`src/rtl/bayer_pkg.sv`:
```
// bayer_pkg
// Shared definitions for the Bayer row-buffer sequencer:
//   - state_t    : sequencer state encoding (IDLE=0, PRIME=1, ACTIVE=2, WAIT_FEND=3)
//   - DEF_*      : default frame geometry and counter widths
package bayer_pkg;

  localparam int DEF_ROW_WIDTH = 1280;
  localparam int DEF_ROW_COUNT = 960;
  localparam int DEF_COL_W     = 11;
  localparam int DEF_ROW_W     = 10;

  typedef enum logic [1:0] {
    IDLE      = 2'd0,
    PRIME     = 2'd1,
    ACTIVE    = 2'd2,
    WAIT_FEND = 2'd3
  } state_t;

endpackage

```
`src/rtl/bayer_pos_counter.sv`:
```
// bayer_pos_counter
// Column/row position counter for the Bayer sequencer.
// Ports:
//   clk, rst_n : clock and async active-low reset
//   clear      : return to column 0, row 0 (frame start)
//   inc        : one accepted pixel this cycle
//   advance    : force a move to column 0 of the next row (short-line realign)
//   col, row   : current position
//   col_last   : col is the last column of a row
//   row_last   : row is the last row of a frame
//   line_wrap  : this cycle ends a row (normal wrap or forced advance)
module bayer_pos_counter
  import bayer_pkg::*;
#(
  parameter int ROW_WIDTH = DEF_ROW_WIDTH,
  parameter int ROW_COUNT = DEF_ROW_COUNT,
  parameter int COL_W     = DEF_COL_W,
  parameter int ROW_W     = DEF_ROW_W
) (
  input  logic             clk,
  input  logic             rst_n,
  input  logic             clear,
  input  logic             inc,
  input  logic             advance,
  output logic [COL_W-1:0] col,
  output logic [ROW_W-1:0] row,
  output logic             col_last,
  output logic             row_last,
  output logic             line_wrap
);

  assign col_last  = (col == COL_W'(ROW_WIDTH - 1));
  assign row_last  = (row == ROW_W'(ROW_COUNT - 1));
  assign line_wrap = advance | (inc & col_last);

  // Row wraps back to 0 after the last row so the counter can never leave
  // the frame; the sequencer stops feeding it once the frame is complete.
  always_ff @(posedge clk or negedge rst_n) begin
    if (!rst_n) begin
      col <= '0;
      row <= '0;
    end else if (clear) begin
      col <= '0;
      row <= '0;
    end else if (line_wrap) begin
      col <= '0;
      row <= row_last ? '0 : row + ROW_W'(1);
    end else if (inc) begin
      col <= col + COL_W'(1);
    end
  end

endmodule

```
`src/rtl/bayer_window_ctrl.sv`:
```
// bayer_window_ctrl
// Frame/line sequencer for the Bayer row-buffer stage. Follows the D5M
// frame/line/pixel strobes, drives the row-buffer write enable and flags the
// cycles where the buffer taps hold a complete 2x2 Bayer block.
// Ports:
//   iCLK, iRST          : pixel clock, async active-low reset
//   iFVAL, iLVAL, iDVAL : frame / line / pixel valid from the CCD capture
//   oBUF_EN             : row-buffer write enable (combinational)
//   oBLK_VAL            : full 2x2 block at the taps this cycle
//   oBLK_X, oBLK_Y      : block coordinates (col>>1, row>>1)
//   oFRAME_START/DONE   : one-cycle frame boundary pulses
//   oLINE_ERR           : one-cycle pulse on short line or truncated frame
// Optional feature (macro BAYER_CTRL_STATS_EN):
//   oFRAME_CNT          : completed frames, wrapping
//   oERR_CNT            : line errors, saturating at 255
module bayer_window_ctrl
  import bayer_pkg::*;
#(
  parameter int ROW_WIDTH = DEF_ROW_WIDTH,
  parameter int ROW_COUNT = DEF_ROW_COUNT,
  parameter int COL_W     = DEF_COL_W,
  parameter int ROW_W     = DEF_ROW_W
) (
  input  logic             iCLK,
  input  logic             iRST,
  input  logic             iFVAL,
  input  logic             iLVAL,
  input  logic             iDVAL,
  output logic             oBUF_EN,
  output logic             oBLK_VAL,
  output logic [COL_W-2:0] oBLK_X,
  output logic [ROW_W-2:0] oBLK_Y,
  output logic             oFRAME_START,
  output logic             oFRAME_DONE,
  output logic             oLINE_ERR
`ifdef BAYER_CTRL_STATS_EN
  ,
  output logic [15:0]      oFRAME_CNT,
  output logic [7:0]       oERR_CNT
`endif
);

  state_t state, state_next;

  logic fval_d, lval_d;
  logic fval_rise, fval_fall, lval_fall;
  logic in_frame, accept, short_line, clear;
  logic start_next, done_next, err_next;

  logic [COL_W-1:0] col;
  logic [ROW_W-1:0] row;
  logic             col_last, row_last, line_wrap;

  assign fval_rise = iFVAL & ~fval_d;
  assign fval_fall = ~iFVAL & fval_d;
  assign lval_fall = ~iLVAL & lval_d;

  assign in_frame = (state == PRIME) || (state == ACTIVE);
  assign accept   = iDVAL & in_frame;
  assign oBUF_EN  = accept;

  // A line ending before the last column is short; a wrapping pixel that
  // coincides with the falling edge is a normal line end.
  assign short_line = lval_fall & in_frame & (col != '0) & ~(accept & col_last);

  bayer_pos_counter #(
    .ROW_WIDTH (ROW_WIDTH),
    .ROW_COUNT (ROW_COUNT),
    .COL_W     (COL_W),
    .ROW_W     (ROW_W)
  ) u_pos (
    .clk       (iCLK),
    .rst_n     (iRST),
    .clear     (clear),
    .inc       (accept),
    .advance   (short_line),
    .col       (col),
    .row       (row),
    .col_last  (col_last),
    .row_last  (row_last),
    .line_wrap (line_wrap)
  );

  // Edge-detect history starts high so a frame already running when reset
  // is released produces no rising edge and is skipped.
  always_ff @(posedge iCLK or negedge iRST) begin
    if (!iRST) begin
      fval_d <= 1'b1;
      lval_d <= 1'b1;
    end else begin
      fval_d <= iFVAL;
      lval_d <= iLVAL;
    end
  end

  always_ff @(posedge iCLK or negedge iRST) begin
    if (!iRST) begin
      state        <= IDLE;
      oFRAME_START <= 1'b0;
      oFRAME_DONE  <= 1'b0;
      oLINE_ERR    <= 1'b0;
    end else begin
      state        <= state_next;
      oFRAME_START <= start_next;
      oFRAME_DONE  <= done_next;
      oLINE_ERR    <= err_next;
    end
  end

  // A frame falling edge outranks any row transition in the same cycle; a
  // falling edge before the frame completed also counts as a line error.
  always_comb begin
    state_next = state;
    start_next = 1'b0;
    done_next  = 1'b0;
    err_next   = 1'b0;
    clear      = 1'b0;
    unique case (state)
      IDLE: begin
        if (fval_rise) begin
          state_next = PRIME;
          start_next = 1'b1;
          clear      = 1'b1;
        end
      end
      PRIME, ACTIVE: begin
        err_next = short_line;
        if (line_wrap) begin
          if (state == PRIME)
            state_next = ACTIVE;
          else if (row_last)
            state_next = WAIT_FEND;
        end
        if (fval_fall) begin
          state_next = IDLE;
          done_next  = 1'b1;
          err_next   = 1'b1;
        end
      end
      WAIT_FEND: begin
        if (fval_fall) begin
          state_next = IDLE;
          done_next  = 1'b1;
        end
      end
      default: state_next = IDLE;
    endcase
  end

  // The taps hold a full block one cycle after an odd-row, odd-column pixel
  // is written; coordinates are held between blocks.
  always_ff @(posedge iCLK or negedge iRST) begin
    if (!iRST) begin
      oBLK_VAL <= 1'b0;
      oBLK_X   <= '0;
      oBLK_Y   <= '0;
    end else begin
      oBLK_VAL <= accept & col[0] & row[0];
      if (accept & col[0] & row[0]) begin
        oBLK_X <= col[COL_W-1:1];
        oBLK_Y <= row[ROW_W-1:1];
      end
    end
  end

`ifdef BAYER_CTRL_STATS_EN
  always_ff @(posedge iCLK or negedge iRST) begin
    if (!iRST) begin
      oFRAME_CNT <= '0;
      oERR_CNT   <= '0;
    end else begin
      if (oFRAME_DONE)
        oFRAME_CNT <= oFRAME_CNT + 16'd1;
      if (oLINE_ERR && (oERR_CNT != 8'hFF))
        oERR_CNT <= oERR_CNT + 8'd1;
    end
  end
`endif

endmodule
```
`config.mk`:
```
export PLATFORM = sky130hd
export DESIGN_NAME = bayer_window_ctrl
export DESIGN_NICKNAME = d
export VERILOG_FILES = /design/src/rtl/bayer_pkg.sv /design/src/rtl/bayer_pos_counter.sv /design/src/rtl/bayer_window_ctrl.sv
export SDC_FILE = /design/constraint.sdc
export NUM_CORES = 1
export LEC_CHECK = 0
export CORE_MARGIN = 2
export CORE_UTILIZATION = 40
export DETAILED_ROUTE_END_ITERATION = 10
export DONT_BUFFER_PORTS = 1
export GPL_ROUTABILITY_DRIVEN = 0
export GPL_TIMING_DRIVEN = 0
export HOLD_SLACK_MARGIN = 0.12
export PLACE_DENSITY = 0.53
export SLEW_MARGIN = 15
export SYNTH_ARGS = -nofsm -noshare
export SYNTH_HDL_FRONTEND = slang
export SYNTH_SLANG_ARGS = --single-unit
export TNS_END_PERCENT = 30
```
`constraint.sdc`:
```
create_clock -name iCLK -period 3.7 [get_ports iCLK]
set_input_delay 0.185 -clock iCLK [delete_from_list [all_inputs] [get_ports iCLK]]
set_output_delay 0.185 -clock iCLK [all_outputs]
set_load 0.02 [all_outputs]
```
==> metrics, run 1 <==
status=complete, no violations; setup ws final=between 0.9 and 1 ns; CP max FO=10; CTS tree=built; worst path arrival time=2.89 ns; router iterations before antenna repair=4; Critical R2R Capture=oBLK_X[4]$_DFFE_PN0P_; Finished Layout Cells=288; total track usage=0.153; largest net degree at the start of global routing=about 50; Max-Slew Margin vs Limit=0.517; Crit Path Class=reg2reg; Avg WL per Cell=roughly 15 µm; Layout Skew=between 0.003 and 0.004 ns; WHS Endpoint=oFRAME_DONE$_DFF_PN0_; Max Fclk=approximately 370 MHz; final worst path period share=0.733; Hold Path Origin=iFVAL; total number of yosys warnings=0; Placed Cells=around 280; commonest register cell after synthesis=dfrtp_1; Die ar.=0.00616 mm²; final core utilization=0.450; Setup violations, final=0; via count=between 1500 and 2000; DRT iter0 DRCs=95; GRT overflow=0; async set-reset flop share out of synthesis=1.00; Boundary Pins=29; DRC=0; register clock-pin slew on the reported worst setup and hold paths=0.08 ns; standard-cell row count=27; Filler cells=510; Die W=roughly 78 µm; Startpoint Class=flop; worst-case reg-to-reg path depth=7; post-synth cell types=40; Avg Synthesized Cell Area=~11 µm²; CTS Buf Count=5; CTS max path bufs=2; Hold Vio Cnt, Final=0; Hold Path Stages=2; Setup crit end kind=flop; post-synthesis register bit count=between 40 and 50; Post-Place Cell Area=between 0.002 and 0.0025 mm²; # clock sinks=48; Setup TNS=0 ns; post-synthesis sequential area ratio=0.542; VDD IR max=about 0.24 mV; Post-synth EDFFs=0; area grow syn2layout=10.1%; Post-DRT Antenna Nets=0; Root Buffer=clkbuf_8; worst reg2reg startpoint=state[0]$_DFFE_PN0P_; highest metal used=met4; share of layout cells above drive strength 1=0.130; Antenna diodes=0; final slew viol count=0; register area=0.00120 mm²; clk_lat worst skew=~0.29 ns; flop2flop setup slack=0.99 ns; Place WS=slightly below 1 ns; area of the multi-input gates=approximately 970 µm²; HPWL after DPL=a little over 3000 µm; post-route total power=approximately 1.4 mW; global-route wire length before repair=between 7000 and 8000 µm; PwrDens=564 mW/mm²; Post-Route WL=4270 µm; met2 WL post-DR=between 2000 and 2500 µm; Core ar.=between 0.005 and 0.006 mm²; vias in the first global route=1576; initial core utilization=0.408; die height=about 78 µm; Netlist Area Pre-Place=approximately 0.0022 mm²; number of antenna violations at the first check in global routing=0; Worst Path Required=3.88 ns; met3 wire length=190 µm; final layout net count=around 230; routed vias/inst=roughly 5.3; hold slack final=about 0.14 ns; commonest non-fill, non-tap cell in the layout=dfrtp_1; M1 WL=approximately 1900 µm; min Tclk post-route=2.71 ns; Port-buffer cells=0; Final Instance Area=0.00244 mm²; Hold Crit Class=in2reg; Leak=~1.1 nW; max_cap viols=0; Worst-Margin Slew=between 0.7 and 0.8 ns; Post-Synthesis Cells=about 210; RSZ-0062 raised after global routing=false; syn nets=217; leading cell types in the layout, fill and taps excluded=dfrtp_1, nor2_1, o21ai_0; H-tree depth=2
==> how the worst max path moves through the flow <==
stage                         startpoint                    end  slack, ns
detailed placement  state[0]$_DFFE_PN0P_  oBLK_Y[5]$_DFFE_PN0P_       0.96
CTS                 state[0]$_DFFE_PN0P_  oBLK_X[4]$_DFFE_PN0P_       0.95
global route        state[0]$_DFFE_PN0P_  oBLK_X[1]$_DFFE_PN0P_       0.80
global placement    state[0]$_DFFE_PN0P_  oBLK_X[4]$_DFFE_PN0P_       1.04
finish              state[0]$_DFFE_PN0P_  oBLK_X[4]$_DFFE_PN0P_       0.99
floorplan           state[0]$_DFFE_PN0P_  oBLK_X[1]$_DFFE_PN0P_       1.48
==> sequential cells by signal (all words and copies together), names as in the netlist <==
register,flops
fval_d,1
u_pos.col,11
state,2
oBLK_X,10
oFRAME_START,1
oFRAME_DONE,1
oBLK_Y,9
oBLK_VAL,1
u_pos.row,10
oLINE_ERR,1
lval_d,1
==> power by group <==
part / leakage [nW] / internal [mW] / switching (mW)
combinational: 0.416 / 0.150 / 0.218
clock: 0.0410 / 0.129 / 0.158
sequential: 0.649 / 0.604 / 0.121
total: 1.11 / 0.883 / 0.497
==> layer usage <==
layer / GRT usage / vias up
met4: 0.0579 / 0
met5: 0 / -
li1: - / 734
met3: 0.0448 / 6
met2: 0.252 / 27
met1: 0.190 / 759
==> area by class of cell <==
type	instances	area share
buffer	3	0.00461
clock buffer	6	0.0297
clock inverter	1	0.00205
inverter	10	0.0154
multi-input combinational	144	0.396
sequential	48	0.492
tap	72	0.0368
timing repair buffer	4	0.0235
==> cells by family after synthesis <==
| family | Yosys count | synth area share |
|---|---|---|
| buffers and inverters | 13 | 0.0220 |
| and+or+nand+nor | 73 | 0.169 |
| AOI/OAI and AO/OA | 36 | 0.0981 |
| muxes | 17 | 0.0857 |
| DFF | 48 | 0.542 |
| adders and majority gates | 7 | 0.0395 |
| xor gates and xnor gates | 11 | 0.0434 |
==> critical path, stage by stage (launching register included) <==
cell	delay [ns]
dfrtp_1	0.39
inv_1	0.09
ha_1	0.38
and2_1	0.19
clkbuf_1	0.27
nand3_1	0.31
clkbuf_1	0.56
mux2_2	0.41
==> synthesized netlist by cell type, types with 2 or more instances <==
master,n,area (µm²)
xor2_1,5,43.8
a21oi_1,5,25.0
nor3_1,4,20.0
dfstp_2,2,52.6
clkbuf_1,3,11.3
nand3_1,8,40.0
nor2b_1,2,12.5
nand2_1,15,56.3
ha_1,7,87.6
mux2_2,16,180
nand4_1,2,12.5
o21ai_0,17,85.1
nand2b_1,3,18.8
dfrtp_1,46,1150
and3_1,2,12.5
xnor2_1,6,52.6
inv_1,9,33.8
o31ai_1,5,37.5
a31oi_1,2,12.5
nand3b_1,3,22.5
nor2_1,24,90.1
==> timing repair <==
| action | CTS | global route |
|---|---|---|
| hold buffers | 4 | 0 |
| buffers inserted | 0 | 0 |
| endpoints found under the hold margin | 50 | 0 |
| gates resized for setup | 0 | 0 |
Note: power is estimated with default switching activity, not from simulation.
==> run 2, diff against run 1 <==
--- a/config.mk
+++ b/config.mk
@@ -12,7 +12,7 @@
 export GPL_ROUTABILITY_DRIVEN = 0
 export GPL_TIMING_DRIVEN = 0
 export HOLD_SLACK_MARGIN = 0.12
-export PLACE_DENSITY = 0.53
+export PLACE_DENSITY = 0.55
 export SLEW_MARGIN = 15
 export SYNTH_ARGS = -nofsm -noshare
 export SYNTH_HDL_FRONTEND = slang
==> constraint.sdc (replaced) <==
create_clock -name iCLK -period 2.2 [get_ports iCLK]
set_input_delay 0.11 -clock iCLK [delete_from_list [all_inputs] [get_ports iCLK]]
set_output_delay 0.11 -clock iCLK [all_outputs]
set_load 0.02 [all_outputs]
==> metrics, run 2 (same netlist as run 1, synthesis figures left out) <==
Leak=1.19 nW (+7.6%); total track usage=0.158 (+0.00497); worst-case reg-to-reg path depth=8 (+1); flop2flop setup slack=-0.0005 ns (-0.99 ns); Die W=78.5 µm (unchanged); die height=78.5 µm (unchanged); clk_lat worst skew=0.30 ns (about the same); CTS tree=built; H-tree depth=2 (unchanged); CTS Buf Count=5 (unchanged); Max Fclk=454 MHz (+23%); failing checks=setup timing; RSZ-0062 raised after global routing=true; DRT iter0 DRCs=77 (-19%); routed vias/inst=5.25 (-0.98%); worst reg2reg startpoint=state[0]$_DFFE_PN0P_; register clock-pin slew on the reported worst setup and hold paths=0.09 ns (about the same); final worst path period share=1.00 (+0.267); Port-buffer cells=0 (unchanged); max_cap viols=0 (unchanged); global-route wire length before repair=7560 µm (+2.2%); CP max-delay cell=or4_1; Setup violations, final=1 (+1); Crit Path Class=reg2reg; Worst Path Required=2.43 ns (-1.45 ns); Worst-Margin Slew=0.540 ns (-0.181 ns); Setup crit end kind=flop; via count=1553 (+1.8%); HPWL after DPL=2930 µm (-4.9%); Hold Crit Class=in2reg; area grow syn2layout=17.9%; number of antenna violations at the first check in global routing=0 (unchanged); Post-Route WL=4430 µm (+3.8%); GRT overflow=0 (unchanged); Placed Cells=277 (unchanged); Max-Slew Margin vs Limit=0.637 (+0.120); max reg flops=11 (unchanged); setup ws final=-0.000506 ns (-0.988 ns); largest registers in the final layout=u_pos.col x11, oBLK_X x10, u_pos.row x10; final slew viol count=0 (unchanged); Core ar.=0.00544 mm² (unchanged); commonest non-fill, non-tap cell in the layout=dfrtp_1; Hold Path Origin=iFVAL; crit path cell chain=inv_1, ha_4, nand4_1, nor4_4, buf_4, o21bai_2, or4_1, a21oi_2; CP max FO=6 (-4); CTS max path bufs=2 (unchanged); hold slack final=0.246 ns (+0.110 ns); initial core utilization=0.408 (unchanged); Place WS=-0.392 ns (-1.36 ns); WHS Endpoint=oFRAME_START$_DFF_PN0_; Finished Layout Cells=296 (+2.8%); Startpoint Class=flop; Root Buffer=clkbuf_8; DRC=0 (unchanged); PwrDens=1010 mW/mm² (+79%); Boundary Pins=29 (unchanged); final layout net count=235 (+3.1%); leading cell types in the layout, fill and taps excluded=dfrtp_1, nor2_1, o21ai_0, mux2_2, nand2_1; Avg WL per Cell=15.0 µm (+0.97%); Hold Vio Cnt, Final=0 (unchanged); Setup TNS=-0.000506 ns (-0.000506 ns); Post-DRT Antenna Nets=0 (unchanged); Antenna diodes=0 (unchanged); largest net degree at the start of global routing=49 (unchanged); Hold Path Stages=2 (unchanged); Critical R2R Capture=u_pos.row[6]$_DFFE_PN0P_; Reg with most FFs=u_pos.col; status=finished with violations; Die ar.=0.00616 mm² (unchanged); # clock sinks=48 (unchanged); min Tclk post-route=2.20 ns (-0.512 ns); router iterations before antenna repair=4 (unchanged); standard-cell row count=27 (unchanged); Layout Skew=0.00702 ns (+0.00397 ns); worst stage delay on the critical path=0.42 ns (-0.14 ns); final core utilization=0.481 (+0.0317); share of layout cells above drive strength 1=0.232 (+0.103); vias in the first global route=1577 (+0.063%); VDD IR max=0.385 mV (+62%); worst path arrival time=2.43 ns (-0.46 ns)
## run 2: changes by cell type in the layout (fill, tap and decap cells not counted), sizes merged
cell / previous run / this run
clkinv: 2 / 1
buf: 1 / 8
clkbuf: 9 / 10
bufinv: 0 / 1
## run 2: how the worst max path moves through the flow
stage	startpoint	endpoint	slack (ns)	cells after the start
3_3_place_gp	state[1]$_DFFE_PN0P_	oBLK_X[3]$_DFFE_PN0P_	-0.39	7
4_1_cts	state[1]$_DFFE_PN0P_	u_pos.row[6]$_DFFE_PN0P_	-0.06	7
5_1_grt	state[0]$_DFFE_PN0P_	u_pos.row[6]$_DFFE_PN0P_	-0.11	8
2_1_floorplan	state[0]$_DFFE_PN0P_	oBLK_X[7]$_DFFE_PN0P_	0.05	7
6_report	state[0]$_DFFE_PN0P_	u_pos.row[6]$_DFFE_PN0P_	-0.0005	8
3_5_place_dp	state[1]$_DFFE_PN0P_	oBLK_Y[4]$_DFFE_PN0P_	-0.39	7
## run 2: repair_timing
action | in CTS | in global routing
pin swaps | 1 | 5
hold buffers | 4 | 0
setup buffers | 1 | 6
endpoints found under the setup margin | 36 | 33
hold endpoints to repair | 52 | 0
gates resized for setup | 7 | 11
## run 2: layer usage
layer  GRT usage  vias to the layer above  wire [µm]
met5           0                        -          0
met4      0.0684                        0         62
met3      0.0437                        7        178
met2       0.252                       24       2160
met1       0.201                      772       2030
li1            -                      750          -
## run 2: worst max-delay path: cells and delay by family (launching register included)
kind / cells / cell delay (ns)
AND/OR/NAND/NOR: 3 / 0.96
flip-flops: 1 / 0.37
adder cells (fa/ha/maj): 1 / 0.31
buffers and inverters: 2 / 0.28
AO/OA/AOI/OAI: 2 / 0.21
## run 2: cell type report
class                   instances  area [µm²]
clock buffers                   7        96.3
fillers                       511        2820
clock inverters                 1        30.0
flip-flops and latches         48        1200
multi-input cells             144        1030
repair buffers                 11         110
inverters                      10        37.5
well taps                      72        90.1
plain buffers                   3        23.8
## run 2: where the power goes
part | internal (mW) | leakage, nW | switching [mW]
combinational | 0.328 | 0.477 | 0.401
sequential | 1.02 | 0.649 | 0.198
clock | 0.401 | 0.0645 | 0.293
## run 2: stage by stage
step,instance area (µm²),power [mW]
after global placement,2310,1.81
after floorplan,2220,1.67
after global routing,2620,2.82
final,2620,2.64
after CTS,2530,2.59
after detailed placement,2310,1.82
